$ cat src/rtl/mby_msh_pkg.sv
// mby_msh_pkg: shared mesh-node widths and memory request types.
package mby_msh_pkg;
    localparam int MSH_NUM_PORTS  = 4;
    localparam int MSH_MEM_ADDR_W = 20;
    localparam int MSH_MEM_DATA_W = 64;
    typedef struct packed {
        logic                      wr;
        logic [MSH_MEM_ADDR_W-1:0] addr;
        logic [MSH_MEM_DATA_W-1:0] data;
    } msh_mem_req_t;
    typedef logic [$clog2(MSH_NUM_PORTS)-1:0] msh_port_idx_t;
endpackage

$ cat src/rtl/mby_msh_mem_req_arb_if.sv
// mby_msh_mem_req_arb_if: per-port request inputs and granted request output of the arbiter.
interface mby_msh_mem_req_arb_if import mby_msh_pkg::*; #(
    parameter int NUM_PORTS = MSH_NUM_PORTS,
    parameter int ADDR_W    = MSH_MEM_ADDR_W,
    parameter int DATA_W    = MSH_MEM_DATA_W
);
    localparam int PORT_W = $clog2(NUM_PORTS);
    logic [NUM_PORTS-1:0]        in_vld;
    logic [NUM_PORTS-1:0]        in_rdy;
    logic [NUM_PORTS-1:0]        in_wr;
    logic [NUM_PORTS*ADDR_W-1:0] in_addr;
    logic [NUM_PORTS*DATA_W-1:0] in_data;
    logic                        out_vld;
    logic                        out_rdy;
    logic                        out_wr;
    logic [ADDR_W-1:0]           out_addr;
    logic [DATA_W-1:0]           out_data;
    logic [PORT_W-1:0]           out_port;
    modport master (
        output in_vld, in_wr, in_addr, in_data, out_rdy,
        input  in_rdy, out_vld, out_wr, out_addr, out_data, out_port
    );
    modport slave (
        input  in_vld, in_wr, in_addr, in_data, out_rdy,
        output in_rdy, out_vld, out_wr, out_addr, out_data, out_port
    );
endinterface

$ cat src/rtl/mby_msh_req_fifo.sv
// mby_msh_req_fifo: small synchronous FIFO (power-of-2 depth) exposing its head entry.
module mby_msh_req_fifo #(
    parameter int W     = 8,
    parameter int DEPTH = 2
) (
    input  logic         clk,
    input  logic         rst,
    input  logic         push,
    input  logic         pop,
    input  logic [W-1:0] din,
    output logic         full,
    output logic         empty,
    output logic [W-1:0] head
);
    localparam int AW = $clog2(DEPTH);
    logic [W-1:0]  mem_q [DEPTH];
    logic [W-1:0]  mem_d [DEPTH];
    logic [AW-1:0] wr_q, wr_d, rd_q, rd_d;
    logic [AW:0]   cnt_q, cnt_d;
    logic          do_push, do_pop;
    assign full  = cnt_q == (AW+1)'(DEPTH);
    assign empty = cnt_q == '0;
    assign head  = mem_q[rd_q];
    always_comb begin
        do_push = push & !full;
        do_pop  = pop & !empty;
        for (int i = 0; i < DEPTH; i++)
            mem_d[i] = (do_push && wr_q == AW'(i)) ? din : mem_q[i];
        wr_d  = wr_q + AW'(do_push);
        rd_d  = rd_q + AW'(do_pop);
        cnt_d = cnt_q + (AW+1)'(do_push) - (AW+1)'(do_pop);
    end
    always_ff @(posedge clk or posedge rst) begin
        if (rst) begin
            for (int i = 0; i < DEPTH; i++) mem_q[i] <= '0;
            wr_q  <= '0;
            rd_q  <= '0;
            cnt_q <= '0;
        end else begin
            mem_q <= mem_d;
            wr_q  <= wr_d;
            rd_q  <= rd_d;
            cnt_q <= cnt_d;
        end
    end
endmodule

$ cat src/rtl/mby_msh_mem_req_arb.sv
// mby_msh_mem_req_arb: per-port request FIFOs, round-robin grant into a registered output stage.
// Grant counters on stat_gnt_cnt exist only when MBY_MSH_MEM_REQ_ARB_STATS_EN is defined.
module mby_msh_mem_req_arb import mby_msh_pkg::*; #(
    parameter int NUM_PORTS  = MSH_NUM_PORTS,
    parameter int FIFO_DEPTH = 2,
    parameter int ADDR_W     = MSH_MEM_ADDR_W,
    parameter int DATA_W     = MSH_MEM_DATA_W
) (
    input  logic                    mclk,
    input  logic                    rst,
    mby_msh_mem_req_arb_if.slave    bus,
    output logic [NUM_PORTS*16-1:0] stat_gnt_cnt
);
    localparam int PORT_W = $clog2(NUM_PORTS);
    localparam int REQ_W  = 1 + ADDR_W + DATA_W;
    logic [NUM_PORTS-1:0] full, empty, push, pop;
    logic [REQ_W-1:0]     head [NUM_PORTS];
    logic                 load, hit, take;
    logic [PORT_W-1:0]    gnt, k;
    logic                 out_vld_q, out_vld_d;
    logic [REQ_W-1:0]     out_req_q, out_req_d;
    logic [PORT_W-1:0]    out_port_q, out_port_d, rr_ptr_q, rr_ptr_d;
    for (genvar p = 0; p < NUM_PORTS; p++) begin : g_port
        assign push[p] = bus.in_vld[p] & bus.in_rdy[p];
        mby_msh_req_fifo #(.W(REQ_W), .DEPTH(FIFO_DEPTH)) u_fifo (
            .clk  (mclk),
            .rst  (rst),
            .push (push[p]),
            .pop  (pop[p]),
            .din  ({bus.in_wr[p], bus.in_addr[p*ADDR_W +: ADDR_W], bus.in_data[p*DATA_W +: DATA_W]}),
            .full (full[p]),
            .empty(empty[p]),
            .head (head[p])
        );
    end
    assign bus.in_rdy = rst ? '0 : ~full;
    always_comb begin
        load = !out_vld_q | bus.out_rdy;
        hit  = 1'b0;
        gnt  = '0;
        k    = '0;
        for (int i = 0; i < NUM_PORTS; i++) begin
            k = PORT_W'((int'(rr_ptr_q) + i) % NUM_PORTS);
            if (!hit && !empty[k]) begin
                hit = 1'b1;
                gnt = k;
            end
        end
        take       = load & hit;
        pop        = take ? (NUM_PORTS'(1) << gnt) : '0;
        out_vld_d  = load ? hit : out_vld_q;
        out_req_d  = take ? head[gnt] : out_req_q;
        out_port_d = take ? gnt : out_port_q;
        rr_ptr_d   = take ? PORT_W'((int'(gnt) + 1) % NUM_PORTS) : rr_ptr_q;
    end
    always_ff @(posedge mclk or posedge rst) begin
        if (rst) begin
            out_vld_q  <= 1'b0;
            out_req_q  <= '0;
            out_port_q <= '0;
            rr_ptr_q   <= '0;
        end else begin
            out_vld_q  <= out_vld_d;
            out_req_q  <= out_req_d;
            out_port_q <= out_port_d;
            rr_ptr_q   <= rr_ptr_d;
        end
    end
    assign bus.out_vld = out_vld_q;
    assign {bus.out_wr, bus.out_addr, bus.out_data} = out_req_q;
    assign bus.out_port = out_port_q;
`ifdef MBY_MSH_MEM_REQ_ARB_STATS_EN
    logic [15:0] cnt_q [NUM_PORTS];
    logic [15:0] cnt_d [NUM_PORTS];
    always_comb begin
        for (int i = 0; i < NUM_PORTS; i++)
            cnt_d[i] = (take && gnt == PORT_W'(i) && cnt_q[i] != 16'hFFFF) ? cnt_q[i] + 16'd1 : cnt_q[i];
    end
    always_ff @(posedge mclk or posedge rst) begin
        if (rst) for (int i = 0; i < NUM_PORTS; i++) cnt_q[i] <= '0;
        else cnt_q <= cnt_d;
    end
    for (genvar p = 0; p < NUM_PORTS; p++) begin : g_stat
        assign stat_gnt_cnt[p*16 +: 16] = cnt_q[p];
    end
`else
    assign stat_gnt_cnt = '0;
`endif
endmodule

$ cat src/flat_wrapper.sv
// flat-port wrapper written by rule: the top's interface ports become plain ports
module mby_msh_mem_req_arb_flat import mby_msh_pkg::*;
#(
    parameter int NUM_PORTS  = MSH_NUM_PORTS,
    parameter int FIFO_DEPTH = 2,
    parameter int ADDR_W     = MSH_MEM_ADDR_W,
    parameter int DATA_W     = MSH_MEM_DATA_W
)
  (mclk, rst, stat_gnt_cnt, bus_in_vld, bus_in_wr, bus_in_addr, bus_in_data, bus_out_rdy, bus_in_rdy, bus_out_vld, bus_out_wr, bus_out_addr, bus_out_data, bus_out_port);
  mby_msh_mem_req_arb_if #(.NUM_PORTS(NUM_PORTS), .ADDR_W(ADDR_W), .DATA_W(DATA_W)) bus_i ();
  input  logic mclk;
  input  logic rst;
  output logic [NUM_PORTS*16-1:0] stat_gnt_cnt;
  input wire logic [$bits(bus_i.in_vld)-1:0] bus_in_vld;
  input wire logic [$bits(bus_i.in_wr)-1:0] bus_in_wr;
  input wire logic [$bits(bus_i.in_addr)-1:0] bus_in_addr;
  input wire logic [$bits(bus_i.in_data)-1:0] bus_in_data;
  input wire logic [$bits(bus_i.out_rdy)-1:0] bus_out_rdy;
  output wire logic [$bits(bus_i.in_rdy)-1:0] bus_in_rdy;
  output wire logic [$bits(bus_i.out_vld)-1:0] bus_out_vld;
  output wire logic [$bits(bus_i.out_wr)-1:0] bus_out_wr;
  output wire logic [$bits(bus_i.out_addr)-1:0] bus_out_addr;
  output wire logic [$bits(bus_i.out_data)-1:0] bus_out_data;
  output wire logic [$bits(bus_i.out_port)-1:0] bus_out_port;
  assign bus_i.in_vld = bus_in_vld;
  assign bus_i.in_wr = bus_in_wr;
  assign bus_i.in_addr = bus_in_addr;
  assign bus_i.in_data = bus_in_data;
  assign bus_i.out_rdy = bus_out_rdy;
  assign bus_in_rdy = bus_i.in_rdy;
  assign bus_out_vld = bus_i.out_vld;
  assign bus_out_wr = bus_i.out_wr;
  assign bus_out_addr = bus_i.out_addr;
  assign bus_out_data = bus_i.out_data;
  assign bus_out_port = bus_i.out_port;
  mby_msh_mem_req_arb #(.NUM_PORTS(NUM_PORTS), .FIFO_DEPTH(FIFO_DEPTH), .ADDR_W(ADDR_W), .DATA_W(DATA_W)) u_core (.mclk(mclk), .rst(rst), .bus(bus_i), .stat_gnt_cnt(stat_gnt_cnt));
endmodule
$ cat config.mk
export PLATFORM = sky130hd
export DESIGN_NAME = mby_msh_mem_req_arb_flat
export DESIGN_NICKNAME = d
export VERILOG_FILES = /design/src/rtl/mby_msh_pkg.sv /design/src/rtl/mby_msh_mem_req_arb_if.sv /design/src/rtl/mby_msh_req_fifo.sv /design/src/rtl/mby_msh_mem_req_arb.sv /design/src/flat_wrapper.sv
export SDC_FILE = /design/constraint.sdc
export NUM_CORES = 2
export LEC_CHECK = 0
export ABC_AREA = 1
export CORE_MARGIN = 2
export CORE_UTILIZATION = 32
export CTS_CLUSTER_DIAMETER = 100
export DETAILED_ROUTE_END_ITERATION = 12
export PLACE_DENSITY = 0.6
export SYNTH_ARGS = -nofsm -noshare
export SYNTH_HDL_FRONTEND = slang
export SYNTH_SLANG_ARGS = --single-unit
$ cat constraint.sdc
create_clock -name mclk -period 38.7 [get_ports mclk]
set_clock_uncertainty 0.1 [all_clocks]
set_input_delay 5.805 -clock mclk [delete_from_list [all_inputs] [get_ports mclk]]
set_output_delay 5.805 -clock mclk [all_outputs]
set_load 0.1 [all_outputs]
==> impl_results.md <==
* Root buf cell: clkbuf_16
* Die ar. at 118000 um2
* Worst setup SP type: input pin
* Met2 Usage GRT at 30.3%
* RSZ-0062 raised after global routing: false
* CTS tree: yes
* CP Class: in2out
* Clk sink count at 786
* Final antenna-violating net count at 0
* Yosys top cell area share at 53.5%
* Synth cell types at 26
* CTS Buf Count at 90
* Congestion Overflow GR at 0
* Chip width at 343 um
* Post-synth EDFFs at 0
* Final WS setup at 24720 ps
* Compound-gate portion of the synthesized area at 9.40%
* Met1 Usage GRT at 25.4%
* Area Overhead vs Synth at 22.9%
* Top_reg_cell synth: dfrtp_1
* Final setup viols at 0
* Top-level I/O count at 503
* Vias per cell at 4.77
* H-Tree Level Count at 3
* Pre-CTS setup slack at 24700 ps
* Mux contribution to synthesized area at 10.4%
* DRC at 0
* Status: completed
* Post-Route Utilization at 39.5%
* Critical Path Source: rst
* Max Freq at 71.6 MHz
* First-pass GRT wire length at 171000 um
* Worst hold path type: reg2reg
* Drt total wl at 113000 um
* Max-Cap Viols at 0
* Largest net degree at the start of global routing at 175
* Mapped Area at 36700 um2
* Seq/Total Area, Yosys at 53.5%
* Drt first pass iters at 5
* Critical path capture point type: output pin
* Worst Tran Pin Value at 1190 ps
* GPL Wtd Cong at 0.767
* Required time of the critical path at 32800 ps
* Nets at 4799
* Chip Height at 343 um
* Grt met3 use at 4.85%
* Synthesized instance count at 4152
* Vias at 28785
* Clock Latency Late Sink at 660 ps
* Row count at 124
* Critical path arrival at 8070 ps
* Hold Fails Final Rpt at 0
* Synthesized flop and latch total at 786
* Asr flop ratio synth at 100%
* Post-Synth Adder-Cell Area at 0.545%
* Tot Pwr at 4.67 mW
* Synthesis warning total at 0
* Count leader, synth: nand2_1
* Pwr Density at 104 nW/um2
* Layout cells sized above 1 at 12.2%
* Port Buf Inserts at 438
* Commonest cells in the netlist: nand2_1 (1221), dfrtp_1 (786), o21ai_0 (682)
* Setup TNS at 0 ps
* Iter 0 DRT Violations at 1878
* GRT Total Usage at 19.1%
* Starting Density at 32.2%
* Syn Area/Cell at 8.85 um2
* Core area at 114000 um2
* Post-cts sizing count at 0
* Most Crowded Layer GR: met2
* Cell taking the most area after synthesis: dfrtp_1
* Synth Area in Simple Gates at 17.6%
* DPL Wire Length at 69800 um
* Number of global-route vias before repair at 27993
* Crit Path Max Fanout at 5
* Initial antenna violation count at 39
* Synth Area in XOR/XNOR at 0.286%
* Max-slew violation count at 0
* Setup bufs post-CTS at 0
* Longest Clk Path Bufs at 3
* Slew headroom at 20.8%
* Clock Pin Slew Worst Setup and Hold Paths at 50 ps
* Fill count at 11530
* R2r startpoint: u_core.rr_ptr_q[0]$_DFFE_PP0N_
* Largest cells by area after synthesis: dfrtp_1 (54%), nand2_1 (12%), mux2_2 (10%)
* Period utilization at 36.1%
* Min Tclk post-route at 13980 ps
* Hold path startpoint: u_core.out_req_q[13]$_DFFE_PP0N_
* Hold buffers post-CTS at 0
* VDD IR max at 0.0965 mV
* Largest family of logic cells by synthesized area: simple AND/OR/NAND/NOR gates
* Routed wire per std cell at 18.7 um
* Leakage at 20.5 nW
[cells in the final DEF (no fill, tap or decap), types with 4 or more instances in the layout]
cell type	count
o21ai_0	682
nor2_1	10
mux2_2	340
a21oi_1	5
conb_1	64
dfrtp_4	4
nand3_1	350
clkinv_2	14
clkbuf_16	92
xnor2_1	10
clkinvlp_4	4
diode_2	15
clkdlybuf4s50_1	437
buf_4	32
clkbuf_1	21
clkbuf_8	26
nand2_1	1221
inv_1	363
ha_1	8
dfrtp_1	782
ha_4	8
[registers in the layout (all words and copies together) (netlist names)]
name and flops:
u_core.bus.out_port 2, u_core.g_port.u_fifo.cnt_q 8, u_core.out_req_q 85, u_core.g_port.u_fifo.wr_q 4
u_core.g_port.u_fifo.rd_q 4, u_core.rr_ptr_q 2, u_core.bus.out_vld 1, u_core.g_port.u_fifo.mem_q 680
[area by class of cell]
class,instances,area [um2],area share (%)
multi-input combinational,2717,14500,32.0
antenna,15,37.5,0.0832
tap,1512,1890,4.19
clock buffer,139,2740,6.07
clock inverter,26,256,0.568
timing repair buffer,472,4670,10.4
sequential,786,19700,43.6
inverter,369,1400,3.10
[path summary, 6_finish.rpt]
kind | slack, ps | cells after the start | endpoint
max in group asynchronous | 29470 | 5 | u_core.g_port[3].u_fifo.mem_q[139]$_DFFE_PP0P_
max | 24720 | 3 | bus_in_rdy[2]
min | 380 | 2 | u_core.out_req_q[13]$_DFFE_PP0N_
max reg2reg | 34290 | 14 | u_core.out_req_q[65]$_DFFE_PP0N_
min in group asynchronous | 5880 | 2 | u_core.g_port[0].u_fifo.mem_q[4]$_DFFE_PP0P_
min reg2reg | 380 | 2 | u_core.out_req_q[13]$_DFFE_PP0N_
[metrics by stage]
stage	cell area, um2	instances	hold slack [ps]
after global routing	45100	6034	396
final	45100	6036	376
after floorplan	37000	4215	375
after global placement	42100	5856	363
after CTS	45100	6021	380
after detailed placement	42100	5856	364
[kinds of logic (layout without fill, tap and decap cells)]
logic type      Yosys count  in the layout
compound gates          690            690
buf+inv                 712           1006
other cells               1             79
mux                     340            340
fa+ha+maj                16             16
xor+xnor                 12             12
simple gates           1595           1595
flops                   786            786
[report_power, final]
group,internal [mW],switching (mW),leakage [nW]
clock network,0.507,0.354,1.47
logic,0.745,1.63,9.49
registers,1.24,0.202,9.49
total,2.49,2.18,20.5
[layer usage]
layer	share of wire (%)	wire length [um]
met1	44	50000
met2	46	52200
met3	6.8	7650
met4	2.3	2570
met5	0.24	269
[worst max-delay path, stage by stage]
cell and delay (ps):
clkdlybuf4s50_1 630, a21oi_1 420, clkdlybuf4s50_1 1210
(Power assumes the default switching activity.)
